$ cat src/rtl/ps2_rx_hex.sv
// PS/2 keyboard receiver: conditions the device-driven lines, deframes 11-bit
// frames and writes each good byte as two nibbles into the seven-segment driver.
module ps2_rx_hex #(
  parameter int FILT_LEN = 8,
  parameter int TIMEOUT  = 216000,
  parameter int DIG_LO   = 0
) (
  input  logic       clk,
  input  logic       rst_n,
  input  logic       ps2_clk,
  input  logic       ps2_dat,
  output logic [7:0] data,
  output logic       valid,
  output logic       err,
  output logic       busy,
  output logic       hex_en,
  output logic [3:0] hex_val,
  output logic [1:0] hex_dig
);

  localparam int            TW      = 18;
  localparam logic [TW-1:0] TO_LAST = TW'(TIMEOUT - 1);
  localparam logic [1:0]    DIG_A   = 2'(DIG_LO);
  localparam logic [1:0]    DIG_B   = DIG_A + 2'd1;

  typedef enum logic [2:0] {
    IDLE,
    DATA,
    PARITY,
    STOP,
    HEX_LO,
    HEX_HI,
    ERR_ST
  } state_t;

  logic                clk_s1, clk_s2;
  logic                dat_s1, dat_s2;
  logic [FILT_LEN-1:0] filt_sh;
  logic                clk_f;
  logic                fall;
  logic                tmo;

  state_t              state;
  logic [2:0]          bit_cnt;
  logic [7:0]          shreg;
  logic                par;
  logic [TW-1:0]       to_cnt;

  // Idle PS/2 lines are high, so synchronisers reset to 1 to avoid a false edge.
  always_ff @(posedge clk) begin
    if (!rst_n) begin
      clk_s1 <= 1'b1;
      clk_s2 <= 1'b1;
      dat_s1 <= 1'b1;
      dat_s2 <= 1'b1;
    end else begin
      clk_s1 <= ps2_clk;
      clk_s2 <= clk_s1;
      dat_s1 <= ps2_dat;
      dat_s2 <= dat_s1;
    end
  end

  always_ff @(posedge clk) begin
    if (!rst_n) begin
      filt_sh <= '1;
      clk_f   <= 1'b1;
    end else begin
      filt_sh <= {filt_sh[FILT_LEN-2:0], clk_s2};
      if (filt_sh == '0) begin
        clk_f <= 1'b0;
      end else if (filt_sh == '1) begin
        clk_f <= 1'b1;
      end
    end
  end

  assign fall = clk_f && (filt_sh == '0);
  assign tmo  = (to_cnt == TO_LAST);
  assign busy = (state != IDLE);

  // valid/err/hex_en are single-cycle strobes; hex_val/hex_dig hold between writes.
  always_ff @(posedge clk) begin
    if (!rst_n) begin
      state   <= IDLE;
      bit_cnt <= 3'd0;
      shreg   <= 8'h00;
      par     <= 1'b0;
      to_cnt  <= '0;
      data    <= 8'h00;
      valid   <= 1'b0;
      err     <= 1'b0;
      hex_en  <= 1'b0;
      hex_val <= 4'h0;
      hex_dig <= 2'd0;
    end else begin
      valid  <= 1'b0;
      err    <= 1'b0;
      hex_en <= 1'b0;
      case (state)
        IDLE: begin
          to_cnt <= '0;
          if (fall && !dat_s2) begin
            state   <= DATA;
            bit_cnt <= 3'd0;
          end
        end
        DATA: begin
          if (fall) begin
            to_cnt  <= '0;
            shreg   <= {dat_s2, shreg[7:1]};
            bit_cnt <= bit_cnt + 3'd1;
            if (bit_cnt == 3'd7) begin
              state <= PARITY;
            end
          end else if (tmo) begin
            state <= ERR_ST;
            err   <= 1'b1;
          end else begin
            to_cnt <= to_cnt + TW'(1);
          end
        end
        PARITY: begin
          if (fall) begin
            to_cnt <= '0;
            par    <= dat_s2;
            state  <= STOP;
          end else if (tmo) begin
            state <= ERR_ST;
            err   <= 1'b1;
          end else begin
            to_cnt <= to_cnt + TW'(1);
          end
        end
        STOP: begin
          if (fall) begin
            to_cnt <= '0;
            // Odd parity: XOR over the byte and parity bit must be 1.
            if (dat_s2 && (^{shreg, par})) begin
              state   <= HEX_LO;
              data    <= shreg;
              valid   <= 1'b1;
              hex_en  <= 1'b1;
              hex_dig <= DIG_A;
              hex_val <= shreg[3:0];
            end else begin
              state <= ERR_ST;
              err   <= 1'b1;
            end
          end else if (tmo) begin
            state <= ERR_ST;
            err   <= 1'b1;
          end else begin
            to_cnt <= to_cnt + TW'(1);
          end
        end
        HEX_LO: begin
          state   <= HEX_HI;
          hex_en  <= 1'b1;
          hex_dig <= DIG_B;
          hex_val <= data[7:4];
        end
        HEX_HI: begin
          state <= IDLE;
        end
        ERR_ST: begin
          state <= IDLE;
        end
        default: begin
          state <= IDLE;
        end
      endcase
    end
  end

endmodule
$ cat config.mk
export PLATFORM = sky130hd
export DESIGN_NAME = ps2_rx_hex
export DESIGN_NICKNAME = d
export VERILOG_FILES = /design/src/rtl/ps2_rx_hex.sv
export SDC_FILE = /design/constraint.sdc
export NUM_CORES = 1
export LEC_CHECK = 0
export BUFFER_PORTS_ARGS = -buffer_cell sky130_fd_sc_hd__buf_2
export CORE_MARGIN = 2
export CORE_UTILIZATION = 53
export DETAILED_ROUTE_END_ITERATION = 8
export HOLD_SLACK_MARGIN = 0.12
export PLACE_DENSITY_LB_ADDON = 0.25
export SLEW_MARGIN = 20
export SYNTH_ARGS = -nofsm -noshare
export SYNTH_HDL_FRONTEND = slang
export SYNTH_SLANG_ARGS = --single-unit
export TNS_END_PERCENT = 1
$ cat constraint.sdc
create_clock -name clk -period 2 [get_ports clk]
set_input_delay 0.4 -clock clk [delete_from_list [all_inputs] [get_ports clk]]
set_output_delay 0.4 -clock clk [all_outputs]
set_load 0.01 [all_outputs]
==> reports/qor.yml <==
status: "complete, but fails checks"
violations: "setup timing"
cts_root_buf: "clkbuf_8"
place_inst: 398
rsz0062_at_grt: "true"
r2r_cells: 7
synth_compound_area_frac: 0.101
critPathTopFamily: "simple AND/OR/NAND/NOR gates"
ys_seq_elements: 62
start_util: 0.542
fillerInstances: 418
p_per_area_nw_per_um2: 721
vias_per_cell: 5.10
min_to: "dat_s1"
gp_congestion: 0.828
grt_max_degree: 24
hold_path.startpoint: "ps2_dat"
drv_cap: 0
fin_crit_ns: 2.04
cts_max_path_buffers: 2
min_path_cells: 2
worstReg2RegStart: "to_cnt[10]"
seq_area_frac_synth: 0.454
final_area_sq_um: 3410
antenna_found_initial: 0
drtIter0Drc: 107
synth_top_cell_area_share: 0.454
fmax_mhz: 489
finalWorstSetupSlack_ns: -0.0440
synthMuxAreaShare: 0.0517
yosysMostFrequentCell: "dfxtp_1"
skew_ns: 0.00761
multi_input_area_sq_um: 1450
grt_pass1_vias: 1922
synthFlopType: "dfxtp_1"
synth_cell_types: 47
wl_um: 5130
ir_worst_vdd_v: 0.000511
grt_pass1_wl_um: 8430
yosys_warnings: 0
io-pin-count: 22
critical_path_required_ns: 2.23
slew_violations: 0
place_hpwl_um: 3620
cp.arrival_ns: 2.27
seq_area_sq_um: 1240
synth-xor-area-share: 0.0723
setup-violations-final: 8
async_reset_ff_frac: 0
syn_nets: 302
rows: 26
yosysTopAreaCell: "dfxtp_1"
crit_buf_inv: 1
syn_to_final_growth_pct: 24.8
placed_area_sq_um: 3070
cts.sinks: 62
cts_hold_buf: 0
startpoint_type: "flip-flop"
die_h_um: 75.8
fin_nets: 350
postRouteAntennaNets: 0
synth.avg_cell_area_sq_um: 9.26
design.core.area_sq_um: 5040
cts_tree: "yes"
hold_violations: 0
synth-edff-count: 0
ff2ff_setup_slack_ns: -0.04
htreeDepth: 3
syn_area_sq_um: 2730
clkLatencyLatePin_ns: 0.33
netlist_instances: 295
grt.total_usage: 0.195
portBuffers: 20
max_stage_delay_ns: 0.53
vias: 2133
route.detailed.drc: 0
synth_top_family_by_area: "simple AND/OR/NAND/NOR gates"
synth-simple-area-share: 0.272
gr-total-overflow: 0
r2r_end: "to_cnt[7]"
synth_commonest_cells: "dfxtp_1, nor2_1, nand2_1"
synth_fa_ha_area_frac: 0.0137
synthTopCellsByArea: "dfxtp_1, mux2i_1, xnor2_1"
endpoint_kind: "flip-flop"
period_share: 1.02
die_area_sq_um: 5750
numCtsBuffers: 9
finalNonFillerCells: 418
drtPass1Iterations: 4
crit_chain: "or4b_1 -> or4_4 -> nor4_4 -> buf_6 -> nor3_1 -> xnor2_1 -> nor2_1"
slowest_stage: "or4b_1"
p_leak_uw: 0.00138
drive_gt1_frac: 0.256
antenna_cells: 0
path_clk_slew_ns: 0.07
die_w_um: 75.8
criticalPathCategory: "reg2reg"
hold_class: "in2reg"
critPathMaxFanout: 6
avgRoutedWirePerCell_um: 12.3
-- sequential cells by signal, indices dropped and copies added, names as in the netlist, 3 cells and up --
signal and cells:
filt_sh 8, to_cnt 18, hex_val 4, state 3, data 8, shreg 8
bit_cnt 3
-- per-layer routing --
layer	up-vias	global-route usage	part of all wire
li1	1108	-	-
met1	996	0.240	0.47
met2	18	0.316	0.49
met3	11	0.0476	0.021
met4	0	0.0994	0.021
met5	-	0	0
-- per-stage QoR --
| step | hold slack (ns) | setup TNS (ns) | setup WS (ns) | utilization | total power, uW |
|---|---|---|---|---|---|
| after floorplan | 0.386 | -0.515 | -0.0691 | - | 1300 |
| after global placement | 0.388 | -0.147 | -0.0397 | 0.609 | 1310 |
| after detailed placement | 0.398 | -0.993 | -0.111 | 0.609 | 1310 |
| after CTS | 0.228 | -0.182 | -0.0655 | 0.658 | 2490 |
| after global routing | 0.230 | -2.56 | -0.149 | 0.676 | 2550 |
| final | 0.241 | -0.191 | -0.0440 | 0.676 | 2460 |
-- how the worst max path moves through the flow --
stage | start | slack (ns) | cells after the start | endpoint
6_report | to_cnt[10] | -0.04 | 7 | to_cnt[7]
5_1_grt | to_cnt[10] | -0.15 | 6 | state[2]
4_1_cts | filt_sh[2] | -0.07 | 7 | state[1]
3_5_place_dp | filt_sh[2] | -0.11 | 8 | to_cnt[9]
3_3_place_gp | filt_sh[2] | -0.04 | 8 | to_cnt[9]
2_1_floorplan | filt_sh[2] | -0.07 | 7 | hex_val[0]
-- report_power, final --
part | total, uW | leakage (uW) | internal, uW | switching [uW]
sequential | 1240 | 0.000500 | 1240 | 3.50
combinational | 34.5 | 0.000768 | 17.0 | 17.5
clock | 1180 | 0.000110 | 732 | 449
total | 2460 | 0.00138 | 1990 | 470
-- cells in the final DEF, fill, tap and decap left out, drive strengths merged, types with 2 or more instances in the layout --
master and n:
nand2b 13, a21oi 8, or4b 2, or2 3, o21ai 15, and3 2, nand4 7, nand3 11
a21o 2, nor4 3, or3 2, inv 4, nor2 27, ha 3, or4 3, and2 2
bufinv 2, nand4b 3, clkinv 2, o41ai 2, nor3 9, and4 3, nor2b 15, mux2i 13
clkbuf 12, buf 54, nand2 22, xor2 6, xnor2 14, dfxtp 62, a21boi 14
-- area by class of cell --
type / count / share of cell area
multi-input cells: 212 / 0.426
flip-flops and latches: 62 / 0.364
repair buffers: 54 / 0.116
clock buffers: 12 / 0.0426
well taps: 70 / 0.0257
clock inverters: 4 / 0.0206
inverters: 4 / 0.00440
-- worst register-to-register path: stages (launching register included) --
cell     delay [ns]
dfxtp_1        0.31
or4b_1         0.53
or4_4          0.48
nor4_4         0.19
buf_6          0.17
nor3_1         0.06
xnor2_1        0.14
nor2_1         0.05
-- cell families (layout without fill, tap and decap cells) --
logic type	count (synthesis)	after routing
AND/OR/NAND/NOR	129	129
flip-flops	62	62
AO/OA/AOI/OAI	44	44
XOR/XNOR	21	21
buffers and inverters	21	74
multiplexers	14	14
adder cells (fa/ha/maj)	3	3
other	1	1
-- what timing repair did --
action,CTS,global route
pin swaps,2,9
endpoints found under the setup margin,25,36
resized for setup,3,16
setup buffers,1,3
(Power assumes the default switching activity.)
